File: config.mk
export PLATFORM = sky130hd
export DESIGN_NAME = pixel_ctrl
export DESIGN_NICKNAME = d
export VERILOG_FILES = /design/src/rtl/pixel_ctrl_pkg.sv /design/src/rtl/pixel_ctrl_cnt.sv /design/src/rtl/pixel_ctrl.sv
export SDC_FILE = /design/constraint.sdc
export NUM_CORES = 1
export LEC_CHECK = 0
export ABC_CLOCK_PERIOD_IN_PS = 7650
export BUFFER_PORTS_ARGS = -buffer_cell sky130_fd_sc_hd__buf_4
export CAP_MARGIN = 30
export CORE_AREA = 2 2 69 71
export CTS_BUF_LIST = sky130_fd_sc_hd__clkbuf_2
export DETAILED_ROUTE_END_ITERATION = 12
export DIE_AREA = 0 0 71 73
export PLACE_DENSITY = 0.8
export SLEW_MARGIN = 25
export SYNTH_ARGS = -nofsm -noshare
export SYNTH_HDL_FRONTEND = slang
export SYNTH_SLANG_ARGS = --single-unit
File: constraint.sdc
create_clock -name clk -period 7.65 [get_ports clk]
set_input_delay 0 -clock clk [delete_from_list [all_inputs] [get_ports clk]]
set_output_delay 0 -clock clk [all_outputs]
set_load 0.02 [all_outputs]
File: src/rtl/pixel_ctrl_pkg.sv
// rtl/pixel_ctrl_pkg.sv - shared types and constants for the pixel array controller
// Purpose: state encoding, DATA bus width, pixel count and the read-select decode
//          used by pixel_ctrl and pixel_ctrl_cnt.
// Ports:   none (package).
package pixel_ctrl_pkg;

  localparam int DATA_W    = 8;
  localparam int NUM_PIX   = 4;
  localparam int IDX_W     = 2;
  localparam int CNT_W     = 16;
  localparam int NUM_CODES = 256;

  typedef enum logic [2:0] {
    S_IDLE,
    S_ERASE,
    S_EXPOSE,
    S_CONVERT,
    S_TURN,
    S_SETTLE,
    S_HOLD
  } state_t;

  // One-hot READ select for a pixel index.
  function automatic logic [NUM_PIX-1:0] read_sel(input logic [IDX_W-1:0] idx);
    return NUM_PIX'(1) << idx;
  endfunction

endpackage

File: src/rtl/pixel_ctrl_cnt.sv
// rtl/pixel_ctrl_cnt.sv - 16-bit up/down phase counter with load and terminal flag
// Purpose: times every phase of the pixel controller; loaded on phase entry,
//          stepped while enabled, terminal when the count equals limit.
// Ports:   clk, reset_n   - clock, synchronous active-low reset
//          load, load_val - load the counter (takes priority over en)
//          en, up         - step enable and direction
//          limit          - value at which term is flagged
//          count, term    - current count and terminal flag
module pixel_ctrl_cnt
  import pixel_ctrl_pkg::*;
(
  input  logic             clk,
  input  logic             reset_n,
  input  logic             load,
  input  logic [CNT_W-1:0] load_val,
  input  logic             en,
  input  logic             up,
  input  logic [CNT_W-1:0] limit,
  output logic [CNT_W-1:0] count,
  output logic             term
);

  logic [CNT_W-1:0] count_q, count_d;

  always_comb begin
    count_d = count_q;
    if (load) begin
      count_d = load_val;
    end else if (en) begin
      count_d = up ? count_q + CNT_W'(1) : count_q - CNT_W'(1);
    end
  end

  always_ff @(posedge clk) begin
    if (!reset_n) begin
      count_q <= '0;
    end else begin
      count_q <= count_d;
    end
  end

  assign count = count_q;
  assign term  = (count_q == limit);

endmodule

File: src/rtl/pixel_ctrl.sv
// rtl/pixel_ctrl.sv - erase/expose/convert/readout sequencer for a 4-pixel array
// Purpose: runs one frame per start: ERASE, EXPOSE, a 256-step ramp conversion
//          driving DATA, a one-cycle bus turnaround, then reads the four latched
//          pixel codes out through a valid/ready handshake.
// Ports:   clk, reset_n                - clock, synchronous active-low reset
//          start                       - frame request, honoured only in IDLE
//          ERASE, EXPOSE, PIX_RESET    - array phase controls
//          CONVERT                     - ramp generator enable
//          READ[3:0]                   - one-hot pixel read select
//          data_oe, data_out, data_in  - shared DATA bus drive/sense
//          pix_data, pix_idx           - captured pixel code and its index
//          pix_valid, pix_ready        - output handshake
//          frame_done                  - one-cycle pulse after pixel 3 accepted
module pixel_ctrl
  import pixel_ctrl_pkg::*;
#(
  parameter int C_ERASE  = 5,
  parameter int C_EXPOSE = 255,
  parameter int C_SETTLE = 2
) (
  input  logic               clk,
  input  logic               reset_n,
  input  logic               start,
  output logic               ERASE,
  output logic               EXPOSE,
  output logic               PIX_RESET,
  output logic               CONVERT,
  output logic [NUM_PIX-1:0] READ,
  output logic               data_oe,
  output logic [DATA_W-1:0]  data_out,
  input  logic [DATA_W-1:0]  data_in,
  output logic [DATA_W-1:0]  pix_data,
  output logic [IDX_W-1:0]   pix_idx,
  output logic               pix_valid,
  input  logic               pix_ready,
  output logic               frame_done
);

  state_t state_q, state_d;
  logic [IDX_W-1:0]   idx_q, idx_d;
  logic               erase_q, erase_d;
  logic               expose_q, expose_d;
  logic               pix_reset_q, pix_reset_d;
  logic               convert_q, convert_d;
  logic [NUM_PIX-1:0] read_q, read_d;
  logic               data_oe_q, data_oe_d;
  logic [DATA_W-1:0]  data_out_q, data_out_d;
  logic [DATA_W-1:0]  pix_data_q, pix_data_d;
  logic [IDX_W-1:0]   pix_idx_q, pix_idx_d;
  logic               pix_valid_q, pix_valid_d;
  logic               frame_done_q, frame_done_d;

  logic             cnt_load, cnt_en, cnt_up, cnt_term;
  logic [CNT_W-1:0] cnt_val, cnt_limit, cnt_count;

  // Phase counters load "length - 1" and count down to zero, except the
  // conversion ramp which counts up 0..255 so the count is the bus value.
  assign cnt_up    = (state_q == S_CONVERT);
  assign cnt_limit = cnt_up ? CNT_W'(NUM_CODES - 1) : '0;

  pixel_ctrl_cnt u_cnt (
    .clk      (clk),
    .reset_n  (reset_n),
    .load     (cnt_load),
    .load_val (cnt_val),
    .en       (cnt_en),
    .up       (cnt_up),
    .limit    (cnt_limit),
    .count    (cnt_count),
    .term     (cnt_term)
  );

  // Outputs are computed for the state being entered so that every output
  // is a flop and changes on the same edge as the state.
  always_comb begin
    state_d      = state_q;
    idx_d        = idx_q;
    erase_d      = 1'b0;
    expose_d     = 1'b0;
    pix_reset_d  = 1'b0;
    convert_d    = 1'b0;
    read_d       = '0;
    data_oe_d    = 1'b0;
    data_out_d   = '0;
    pix_data_d   = pix_data_q;
    pix_idx_d    = pix_idx_q;
    pix_valid_d  = pix_valid_q;
    frame_done_d = 1'b0;
    cnt_load     = 1'b0;
    cnt_en       = 1'b0;
    cnt_val      = '0;

    case (state_q)
      S_IDLE: begin
        if (start) begin
          state_d     = S_ERASE;
          cnt_load    = 1'b1;
          cnt_val     = CNT_W'(C_ERASE - 1);
          erase_d     = 1'b1;
          pix_reset_d = 1'b1;
        end
      end
      S_ERASE: begin
        if (cnt_term) begin
          state_d  = S_EXPOSE;
          cnt_load = 1'b1;
          cnt_val  = CNT_W'(C_EXPOSE - 1);
          expose_d = 1'b1;
        end else begin
          cnt_en      = 1'b1;
          erase_d     = 1'b1;
          pix_reset_d = 1'b1;
        end
      end
      S_EXPOSE: begin
        if (cnt_term) begin
          state_d   = S_CONVERT;
          cnt_load  = 1'b1;
          convert_d = 1'b1;
          data_oe_d = 1'b1;
        end else begin
          cnt_en   = 1'b1;
          expose_d = 1'b1;
        end
      end
      S_CONVERT: begin
        if (cnt_term) begin
          state_d = S_TURN;
          idx_d   = '0;
        end else begin
          cnt_en     = 1'b1;
          convert_d  = 1'b1;
          data_oe_d  = 1'b1;
          data_out_d = DATA_W'(cnt_count + CNT_W'(1));
        end
      end
      S_TURN: begin
        state_d  = S_SETTLE;
        idx_d    = '0;
        cnt_load = 1'b1;
        cnt_val  = CNT_W'(C_SETTLE - 1);
        read_d   = read_sel(IDX_W'(0));
      end
      S_SETTLE: begin
        if (cnt_term) begin
          state_d     = S_HOLD;
          pix_data_d  = data_in;
          pix_idx_d   = idx_q;
          pix_valid_d = 1'b1;
        end else begin
          cnt_en = 1'b1;
          read_d = read_sel(idx_q);
        end
      end
      S_HOLD: begin
        if (pix_valid_q && pix_ready) begin
          pix_valid_d = 1'b0;
          if (idx_q == IDX_W'(NUM_PIX - 1)) begin
            state_d      = S_IDLE;
            frame_done_d = 1'b1;
          end else begin
            state_d  = S_SETTLE;
            idx_d    = idx_q + IDX_W'(1);
            cnt_load = 1'b1;
            cnt_val  = CNT_W'(C_SETTLE - 1);
            read_d   = read_sel(idx_q + IDX_W'(1));
          end
        end
      end
      default: state_d = S_IDLE;
    endcase
  end

  always_ff @(posedge clk) begin
    if (!reset_n) begin
      state_q      <= S_IDLE;
      idx_q        <= '0;
      erase_q      <= 1'b0;
      expose_q     <= 1'b0;
      pix_reset_q  <= 1'b0;
      convert_q    <= 1'b0;
      read_q       <= '0;
      data_oe_q    <= 1'b0;
      data_out_q   <= '0;
      pix_data_q   <= '0;
      pix_idx_q    <= '0;
      pix_valid_q  <= 1'b0;
      frame_done_q <= 1'b0;
    end else begin
      state_q      <= state_d;
      idx_q        <= idx_d;
      erase_q      <= erase_d;
      expose_q     <= expose_d;
      pix_reset_q  <= pix_reset_d;
      convert_q    <= convert_d;
      read_q       <= read_d;
      data_oe_q    <= data_oe_d;
      data_out_q   <= data_out_d;
      pix_data_q   <= pix_data_d;
      pix_idx_q    <= pix_idx_d;
      pix_valid_q  <= pix_valid_d;
      frame_done_q <= frame_done_d;
    end
  end

  assign ERASE      = erase_q;
  assign EXPOSE     = expose_q;
  assign PIX_RESET  = pix_reset_q;
  assign CONVERT    = convert_q;
  assign READ       = read_q;
  assign data_oe    = data_oe_q;
  assign data_out   = data_out_q;
  assign pix_data   = pix_data_q;
  assign pix_idx    = pix_idx_q;
  assign pix_valid  = pix_valid_q;
  assign frame_done = frame_done_q;

endmodule

==> results of run 1 <==
==> sequential cells by signal, summed over array words and instances, names as in the netlist <==
name	count
data_oe	1
EXPOSE	1
idx_q	2
pix_data	8
frame_done	1
pix_valid	1
pix_idx	2
data_out	8
PIX_RESET	1
state_q	3
READ	4
u_cnt.count	16
==> power groups by stage <==
stage / Combinational [uW] / Sequential, uW / Clock (uW)
2_1_floorplan: 386 / 306 / 0
6_report: 426 / 336 / 174
3_3_place_gp: 406 / 337 / 0
4_1_cts: 424 / 333 / 176
3_5_place_dp: 416 / 338 / 0
5_1_grt: 471 / 343 / 185
==> worst reg2reg max path: cells and delay by family (launching register included) <==
family / cells / cell delay, ns
simple gates: 4 / 1.12
flops: 1 / 0.81
mux: 1 / 0.66
compound gates: 2 / 0.42
fa+ha+maj: 1 / 0.34
==> final cells by class <==
cell class	count	area share
Multi-Input combinational cell	236	0.494
Sequential cell	48	0.308
Timing Repair Buffer	51	0.132
Clock inverter	3	0.0221
Tap cell	54	0.0217
Inverter	12	0.0144
Clock buffer	5	0.00802
==> through the flow <==
step	hold WS (ns)	std cells	area (sq um)
global placement	0.228	390	2920
global route	0.327	409	3120
CTS	0.316	409	3120
finish	0.317	409	3120
detailed placement	0.253	390	2920
floorplan	0.144	317	2660
==> layout by cell type (no fill, tap or decap), drive strengths merged, types with 2 or more instances in the layout <==
| master | n |
|---|---|
| nor2 | 47 |
| ha | 9 |
| o2111ai | 2 |
| a32oi | 2 |
| buf | 40 |
| nand3 | 15 |
| xor2 | 6 |
| clkbuf | 5 |
| dfxtp | 48 |
| a22oi | 4 |
| nand2 | 21 |
| nand4 | 4 |
| inv | 13 |
| or3 | 2 |
| xnor2 | 10 |
| or2 | 3 |
| nor3 | 12 |
| nand2b | 3 |
| mux2i | 14 |
| nand3b | 3 |
| nor4 | 3 |
| o21a | 2 |
| a31oi | 3 |
| o21ai | 15 |
| and3 | 5 |
| a32o | 2 |
| o22ai | 2 |
| bufinv | 2 |
| o211ai | 2 |
| and4 | 4 |
| dlygate4sd3 | 11 |
| a21oi | 19 |
| nor2b | 2 |
| or4 | 3 |
| o31ai | 2 |
==> cell families (layout without fill, tap and decap cells) <==
| logic type | after synthesis | in the layout |
|---|---|---|
| AND/OR/NAND/NOR | 131 | 131 |
| AO/OA/AOI/OAI | 66 | 66 |
| flip-flops | 48 | 48 |
| buffers and inverters | 33 | 71 |
| XOR/XNOR | 16 | 16 |
| multiplexers | 14 | 14 |
| adder cells (fa/ha/maj) | 9 | 9 |
==> metal layers <==
layer / track usage / share of wire
met1: 0.303 / 0.44
met2: 0.399 / 0.47
met3: 0.0401 / 0.062
met4: 0.0901 / 0.020
met5: 0 / 0
==> path summary, 6_finish.rpt <==
| check | from | to | slack, ns |
|---|---|---|---|
| worst max-delay path | state_q[0]$_SDFFE_PN0P_ | u_cnt.count[6]$_SDFFE_PN0P_ | 4.26 |
| worst min-delay path | data_in[6] | pix_data[6]$_SDFFE_PN0P_ | 0.32 |
| worst max register to register | state_q[0]$_SDFFE_PN0P_ | u_cnt.count[6]$_SDFFE_PN0P_ | 4.26 |
| worst min register to register | u_cnt.count[15]$_SDFFE_PN0P_ | u_cnt.count[15]$_SDFFE_PN0P_ | 0.53 |
==> flow_metrics.env, run 1 <==
export IMPL_drc=0
export IMPL_cp_slowest_cell="dfxtp_1"
export IMPL_min_path_cells=4
export IMPL_yosys_area_share_simple=0.254
export IMPL_synth_xor_area_frac=0.0527
export IMPL_avgViaCountPerCell=5.98
export IMPL_dp_slack_ns=4.31
export IMPL_power_share_switching=0.414
export IMPL_synth_adder_area_share=0.0424
export IMPL_n_fill_cell=359
export IMPL_end_kind="flop"
export IMPL_cts_resized=0
export IMPL_root_buffer="clkbuf_2"
export IMPL_first_pass_iters=5
export IMPL_ys_seq_area_frac=0.361
export IMPL_syn_area_per_cell_sq_um=8.39
export IMPL_outcome="completed"
export IMPL_cp_depth=8
export IMPL_rsz0062_at_grt="no"
export IMPL_synth_common_cells="dfxtp_1 (48), nor2_1 (47), nand2_1 (21)"
export IMPL_multi_input_area_sq_mm=0.00154
export IMPL_finalSetupViolations=0
export IMPL_num_antenna_cells=0
export IMPL_tns_ns=0
export IMPL_avgRoutedWirePerCell_microns=14.5
export IMPL_grt_pass1_vias=2196
export IMPL_relSlewSlack=0.499
export IMPL_clock_latency_ns=0.44
export IMPL_register_area_sq_um=961
export IMPL_synth_edf_count=0
export IMPL_crit_path_max_fanout=22
export IMPL_synth_compound_area_frac=0.178
export IMPL_post_cts_buffers=0
export IMPL_power_total_uw=936
export IMPL_area_growth_pct=17.3
export IMPL_synth_area_mux_share=0.0527
export IMPL_drt_total_wl_mm=5.93
export IMPL_start_util=0.586
export IMPL_cts_made_buffers=5
export IMPL_place_gp_congestion=0.897
export IMPL_cellPowerDensity_mw_per_mm2=300
export IMPL_num_vias=2447
export IMPL_placeableCoreArea_sq_mm=0.00454
export IMPL_path_class="flop to flop"
export IMPL_grt_max_degree=23
export IMPL_hold_violations=0
export IMPL_yosysTopAreaCell="dfxtp_1"
export IMPL_combPwrFrac=0.455
export IMPL_ir_worst_vdd_mv=0.144
export IMPL_reg2reg_depth=8
export IMPL_ant_nets=0
export IMPL_drv_cap=0
export IMPL_hpwl_mm=4.10
export IMPL_rows=25
export IMPL_p_seq_frac=0.359
export IMPL_grt_ovfl_total=0
export IMPL_grt_antenna_before_repair=0
export IMPL_ctsHoldBuffers=11
export IMPL_slew_violations=0
export IMPL_syn_area_sq_mm=0.00266
export IMPL_layout_nets=375
export IMPL_crit_chain="nand3b_2 > ha_1 > or4_1 > nor2_1 > o211a_4 > mux2i_1 > a21oi_1 > nor3_1"
export IMPL_crit_buf_inv=0
export IMPL_layout_min_cycle_time_ns=3.39
export IMPL_drive_gt1_frac=0.177
export IMPL_synth_nets=338
export IMPL_die_w_microns=71
export IMPL_ys_flop_type="dfxtp_1"
export IMPL_synthTopCellsByArea="dfxtp_1 (36%), nor2_1 (6.6%), mux2i_1 (5.3%), ha_1 (4.2%), a21oi_1 (3.4%)"
export IMPL_die_y_microns=73
export IMPL_worst_slew_pin_slew_ns=0.731
export IMPL_p_int_uw=549
export IMPL_cp_top_family="simple AND/OR/NAND/NOR gates"
export IMPL_start_kind="flop"
export IMPL_post_route_util=0.688
export IMPL_synthCells=317
export IMPL_io_pins=41
export IMPL_p_leak_uw=0.00130
export IMPL_cp_arrival_ns=3.78
export IMPL_finClkSkew_ns=0.0321
export IMPL_cts_sinks=48
export IMPL_grt_pass1_wl_mm=9.90
export IMPL_hp_class="input pin to flop"
export IMPL_drt_iter0_markers=231
export IMPL_finalCritPeriodShare=0.443
export IMPL_yosysWarningCount=0
export IMPL_cp_required_ns=8.04
export IMPL_portBuffers=40
export IMPL_synth_top_family_by_area="simple AND/OR/NAND/NOR gates"
export IMPL_synth_most_common_cell="dfxtp_1"
export IMPL_max_stage_delay_ns=0.81
export IMPL_grt_total_usage=0.236
export IMPL_die_area_sq_mm=0.00518
export IMPL_synthArstFlopShare=0
export IMPL_fmax_ghz=0.295
export IMPL_switchingPower_uw=387
export IMPL_synth_seq_cells=48
export IMPL_synth_distinct_cells=61
export IMPL_path_clk_slew_ns=0.26
export IMPL_cts_tree="done"
export IMPL_power_clock_fraction=0.186
export IMPL_final_setup_worst_slack_ns=4.26
export IMPL_htreeDepth=2
export IMPL_synth_top_area_share=0.361
export IMPL_clock_path_buffers=2
Power figures use the tool's default switching activity.
==> run 2, diff against run 1 <==
Settings changed: ABC_AREA set to 1, ABC_CLOCK_PERIOD_IN_PS 7650 to 3050, CORE_AREA 2 2 69 71 to 2 2 76 78, DIE_AREA 0 0 71 73 to 0 0 78 80, PLACE_DENSITY 0.8 to 0.71.
Clock period 7.65 ns to 3.05 ns, I/O delays scaled along.
==> run 2 against run 1 <==
Synthesized area is 3.5% higher. Sequential share of layout area is 1.2 points lower. Via count is 11% higher. Largest cell class unchanged. Largest power group unchanged.
==> flow_metrics.env, run 2 <==
export IMPL_ys_flop_type="dfxtp_1"
export IMPL_reg2reg_depth=13
export IMPL_drt_iter0_markers=166
export IMPL_rsz0062_at_grt="no"
export IMPL_hpwl_mm=4.69
export IMPL_hp_class="input pin to flop"
export IMPL_grt_antenna_before_repair=0
export IMPL_tns_ns=0
export IMPL_finClkSkew_ns=0.0164
export IMPL_max_stage_delay_ns=0.55
export IMPL_cts_sinks=48
export IMPL_grt_pass1_wl_mm=11.0
export IMPL_crit_path_max_fanout=13
export IMPL_post_route_util=0.601
export IMPL_ys_seq_area_frac=0.349
export IMPL_dp_slack_ns=0.455
export IMPL_syn_area_sq_mm=0.00275
export IMPL_die_area_sq_mm=0.00624
export IMPL_synth_top_area_share=0.349
export IMPL_multi_input_area_sq_mm=0.00154
export IMPL_grt_total_usage=0.217
export IMPL_die_w_microns=78
export IMPL_drc=0
export IMPL_final_common_cell="nor2_1"
export IMPL_htreeDepth=2
export IMPL_synth_edf_count=0
export IMPL_synth_nets=430
export IMPL_outcome="completed"
export IMPL_die_y_microns=80
export IMPL_syn_area_per_cell_sq_um=6.73
export IMPL_finalCritPeriodShare=0.866
export IMPL_end_kind="flop"
export IMPL_grt_ovfl_total=0
export IMPL_synth_distinct_cells=37
export IMPL_drive_gt1_frac=0.163
export IMPL_grt_max_degree=24
export IMPL_cts_resized=0
export IMPL_synthCells=409
export IMPL_final_setup_worst_slack_ns=0.410
export IMPL_avgRoutedWirePerCell_microns=12.3
export IMPL_clock_latency_ns=0.41
export IMPL_ant_nets=0
export IMPL_path_clk_slew_ns=0.23
export IMPL_layout_nets=474
export IMPL_clock_path_buffers=2
export IMPL_layout_common_cells="nor2_1 (83), nand2_1 (81), dfxtp_1 (48)"
export IMPL_fmax_ghz=0.379
export IMPL_crit_buf_inv=2
export IMPL_layout_min_cycle_time_ns=2.64
export IMPL_finalSetupViolations=0
export IMPL_rows=27
export IMPL_drv_cap=0
export IMPL_start_util=0.509
export IMPL_place_gp_congestion=0.941
export IMPL_cts_made_buffers=5
export IMPL_drt_total_wl_mm=6.47
export IMPL_synthTopCellsByArea="dfxtp_1 (35%), nor2_1 (11%), nand2_1 (11%), a21oi_1 (5.5%), nand3_1 (5.3%)"
export IMPL_synth_common_cells="nor2_1 (83), nand2_1 (81), dfxtp_1 (48)"
export IMPL_relSlewSlack=0.511
export IMPL_holdWs_ns=0.396
export IMPL_p_leak_uw=0.00145
export IMPL_cp_required_ns=3.40
export IMPL_largest_reg_flops=16
export IMPL_portBuffers=40
export IMPL_avgViaCountPerCell=5.18
export IMPL_yosysWarningCount=0
export IMPL_synth_seq_cells=48
export IMPL_cp_top_family="simple AND/OR/NAND/NOR gates"
export IMPL_placeableCoreArea_sq_mm=0.00541
export IMPL_cts_tree="done"
export IMPL_hold_violations=0
export IMPL_path_class="flop to flop"
export IMPL_area_growth_pct=18.0
export IMPL_root_buffer="clkbuf_2"
export IMPL_cellPowerDensity_mw_per_mm2=856
export IMPL_first_pass_iters=5
export IMPL_slew_violations=0
export IMPL_num_antenna_cells=0
export IMPL_start_kind="flop"
export IMPL_io_pins=41
export IMPL_n_fill_cell=509
export IMPL_synth_most_common_cell="nor2_1"
export IMPL_synthArstFlopShare=0
export IMPL_worst_slew_pin_slew_ns=0.733
export IMPL_cp_depth=13
export IMPL_register_area_sq_um=961
export IMPL_grt_pass1_vias=2429
export IMPL_ir_worst_vdd_mv=0.461
export IMPL_min_path_cells=4
export IMPL_cp_slowest_cell="dfxtp_1"
export IMPL_crit_chain="nand2_2 > nor2_4 > inv_1 > ha_1 > nor2_1 > nand3_1 > nor2_1 > nand2_4 > inv_1 > nand2_1 > nand3_1 > nand2_1 > a21oi_1"
export IMPL_yosysTopAreaCell="dfxtp_1"
export IMPL_num_vias=2727
export IMPL_cp_arrival_ns=2.99
[run 2: path summary, 6_finish.rpt]
check | start | to | slack [ns]
setup / recovery | state_q[0]$_SDFFE_PN0P_ | u_cnt.count[2]$_SDFFE_PN0P_ | 0.41
hold / removal | pix_ready | frame_done$_SDFF_PN0_ | 0.40
hold reg to reg | pix_data[6]$_SDFFE_PN0P_ | pix_data[6]$_SDFFE_PN0P_ | 0.48
setup reg to reg | state_q[0]$_SDFFE_PN0P_ | u_cnt.count[2]$_SDFFE_PN0P_ | 0.41
[run 2: layout make-up]
| cell class | count | share of cell area |
|---|---|---|
| multi-input combinational | 303 | 0.473 |
| tap | 72 | 0.0277 |
| clock buffer | 5 | 0.00770 |
| clock inverter | 3 | 0.0131 |
| inverter | 40 | 0.0470 |
| timing repair buffer | 55 | 0.136 |
| sequential | 48 | 0.296 |
[run 2: what timing repair did]
action / 4_1_cts / 5_1_grt
buffers inserted: 0 / 0
hold buffers: 11 / 0
endpoints found under the hold margin: 19 / 0
endpoints found under the setup margin: 0 / 0
[run 2: per-layer routing]
layer / share of wire / GRT usage / routed length, microns
met3: 0.048 / 0.0419 / 310
met4: 0.016 / 0.0614 / 102
met2: 0.48 / 0.359 / 3130
met5: 0 / 0 / 0
met1: 0.45 / 0.291 / 2930
[run 2: worst register-to-register path: stages (launching register included)]
cell and delay (ns):
dfxtp_1 0.55, nand2_2 0.13, nor2_4 0.10, inv_1 0.06, ha_1 0.26, nor2_1 0.09, nand3_1 0.08, nor2_1 0.23
nand2_4 0.18, inv_1 0.32, nand2_1 0.27, nand3_1 0.15, nand2_1 0.06, a21oi_1 0.11
[run 2: kinds of logic (layout without fill, tap and decap cells)]
family / after synthesis / in the layout / share of synthesized area
compound gates: 61 / 61 / 0.122
simple gates: 222 / 222 / 0.360
fa+ha+maj: 9 / 9 / 0.0409
xor+xnor: 11 / 11 / 0.0350
buf+inv: 58 / 103 / 0.0923
flops: 48 / 48 / 0.349
[run 2: metrics by stage]
| stage | instance area (sq um) | cells | power [uW] |
|---|---|---|---|
| floorplan | 2750 | 409 | 2140 |
| global placement | 3070 | 507 | 2390 |
| detailed placement | 3070 | 507 | 2420 |
| CTS | 3250 | 526 | 2790 |
| global route | 3250 | 526 | 3080 |
| finish | 3250 | 526 | 2780 |
[run 2: power breakdown]
| part | internal (uW) | switching [uW] | total (uW) | leakage (uW) |
|---|---|---|---|---|
| clock network | 138 | 204 | 341 | 0.0000406 |
| logic | 550 | 1020 | 1570 | 0.00102 |
| registers | 730 | 142 | 872 | 0.000390 |
==> run 3, diff against run 2 <==
Settings changed: ABC_CLOCK_PERIOD_IN_PS 3050 to 3000, CORE_AREA 2 2 76 78 to 2 2 72 74, DIE_AREA 0 0 78 80 to 0 0 74 76, PLACE_DENSITY 0.71 to 0.76.
Clock period 3.05 ns to 3 ns, I/O delays scaled along.
==> run 3 against run 2 <==
Final cell count down 0.38%. Via count shrank 1.8%. Combinational power barely moved. Die area fell by 9.9%. Critical path type unchanged. Critical endpoint is now pix_idx[1]$_SDFFE_PN0P_.
==> flow_metrics.env, run 3 (synthesis gave the netlist of run 2 again) <==
export IMPL_tns_ns=0
export IMPL_power_share_switching=0.491
export IMPL_finalCritPeriodShare=0.867
export IMPL_cellPowerDensity_mw_per_mm2=873
export IMPL_root_buffer="clkbuf_2"
export IMPL_p_seq_frac=0.313
export IMPL_layout_common_cells="nor2_1 (83), nand2_1 (81), dfxtp_1 (48)"
export IMPL_p_leak_uw=0.00145
export IMPL_path_class="flop to flop"
export IMPL_dp_slack_ns=0.434
export IMPL_grt_pass1_wl_mm=11.0
export IMPL_reg2reg_depth=12
export IMPL_layout_min_cycle_time_ns=2.60
export IMPL_grt_ovfl_total=0
export IMPL_relSlewSlack=0.522
export IMPL_die_area_sq_mm=0.00562
export IMPL_portBuffers=40
export IMPL_switchingPower_uw=1390
export IMPL_grt_total_usage=0.245
export IMPL_layout_nets=474
export IMPL_p_int_uw=1440
export IMPL_grt_max_degree=24
export IMPL_power_clock_fraction=0.130
export IMPL_worst_slew_pin_slew_ns=0.717
export IMPL_min_path_cells=4
export IMPL_cts_resized=0
export IMPL_outcome="completed"
export IMPL_start_kind="flop"
export IMPL_crit_path_max_fanout=13
export IMPL_die_w_microns=74
export IMPL_area_growth_pct=18.1
export IMPL_hold_violations=0
export IMPL_drive_gt1_frac=0.165
export IMPL_final_common_cell="nor2_1"
export IMPL_clock_latency_ns=0.42
export IMPL_ir_worst_vdd_mv=0.451
export IMPL_htreeDepth=2
export IMPL_hpwl_mm=4.59
export IMPL_hp_class="input pin to flop"
export IMPL_start_util=0.560
export IMPL_rsz0062_at_grt="no"
export IMPL_avgRoutedWirePerCell_microns=12.3
export IMPL_drv_cap=0
export IMPL_combPwrFrac=0.557
export IMPL_cp_required_ns=3.30
export IMPL_drc=0
export IMPL_slew_violations=0
export IMPL_cts_sinks=48
export IMPL_placeableCoreArea_sq_mm=0.00491
export IMPL_drt_total_wl_mm=6.44
export IMPL_avgViaCountPerCell=5.11
export IMPL_post_cts_buffers=0
export IMPL_place_gp_congestion=0.935
export IMPL_final_setup_worst_slack_ns=0.400
export IMPL_grt_pass1_vias=2363
export IMPL_clock_path_buffers=2
export IMPL_cts_made_buffers=5
export IMPL_die_y_microns=76
export IMPL_n_fill_cell=414
export IMPL_grt_antenna_before_repair=0
export IMPL_first_pass_iters=4
export IMPL_cts_tree="done"
export IMPL_largest_reg_flops=16
export IMPL_fmax_ghz=0.385
export IMPL_placed_cells_incl_taps=505
export IMPL_num_antenna_cells=0
export IMPL_path_clk_slew_ns=0.26
export IMPL_io_pins=41
export IMPL_num_vias=2677
export IMPL_finalSetupViolations=0
export IMPL_rows=26
export IMPL_finClkSkew_ns=0.0179
export IMPL_end_kind="flop"
export IMPL_ant_nets=0
export IMPL_final_cell_count_no_fill=524
export IMPL_cp_arrival_ns=2.90
export IMPL_drt_iter0_markers=215
-- run 3: final cells by class --
| cell class | count | area (sq um) | area share |
|---|---|---|---|
| Clock inverter | 3 | 46.3 | 0.0142 |
| Tap cell | 70 | 87.6 | 0.0269 |
| Clock buffer | 5 | 25.0 | 0.00770 |
| Timing Repair Buffer | 55 | 440 | 0.135 |
| Multi-Input combinational cell | 303 | 1540 | 0.473 |
| Inverter | 40 | 153 | 0.0470 |
| Sequential cell | 48 | 961 | 0.296 |
-- run 3: path summary, 6_finish.rpt --
check                                              start                       end  slack [ns]
worst min-delay path                          data_in[6]  pix_data[6]$_SDFFE_PN0P_        0.37
worst min register to register  pix_data[1]$_SDFFE_PN0P_  pix_data[1]$_SDFFE_PN0P_        0.48
worst max register to register   state_q[0]$_SDFFE_PN0P_   pix_idx[1]$_SDFFE_PN0P_        0.40
worst max-delay path             state_q[0]$_SDFFE_PN0P_   pix_idx[1]$_SDFFE_PN0P_        0.40
-- run 3: what timing repair did --
action                     CTS  global route
hold endpoints to repair    26             0
setup endpoints to repair    0             0
hold buffers                11             0
-- run 3: power groups by stage --
stage	combinational [uW]	clock, uW	sequential [uW]
final	1580	368	888
after CTS	1570	381	885
after global placement	1530	0	895
after global routing	1790	406	908
after detailed placement	1550	0	899
after floorplan	1330	0	850
-- run 3: per-stage QoR --
| step | util | hold WS (ns) | power, uW | cell area (sq um) |
|---|---|---|---|---|
| after global routing | 0.662 | 0.337 | 3100 | 3250 |
| after global placement | 0.625 | 0.285 | 2430 | 3070 |
| after floorplan | - | 0.157 | 2180 | 2750 |
| final | 0.662 | 0.372 | 2840 | 3250 |
| after detailed placement | 0.625 | 0.289 | 2450 | 3070 |
| after CTS | 0.662 | 0.360 | 2840 | 3250 |
-- run 3: routing by layer --
metal | GRT usage | up-vias | routed length [microns]
li1 | - | 1388 | -
met1 | 0.323 | 1212 | 2900
met2 | 0.395 | 65 | 3160
met3 | 0.0489 | 12 | 241
met4 | 0.0800 | 0 | 135
met5 | 0 | - | 0
-- run 3: worst max-delay path, cell delays in order, from the launching register on --
cell     delay [ns]
dfxtp_1        0.55
nand2_2        0.14
nor2_4         0.11
inv_1          0.06
ha_1           0.26
nor2_1         0.08
nand3_1        0.08
nor2_1         0.21
nand2_4        0.17
inv_1          0.28
nand2_1        0.32
nand2_1        0.15
a21oi_1        0.07
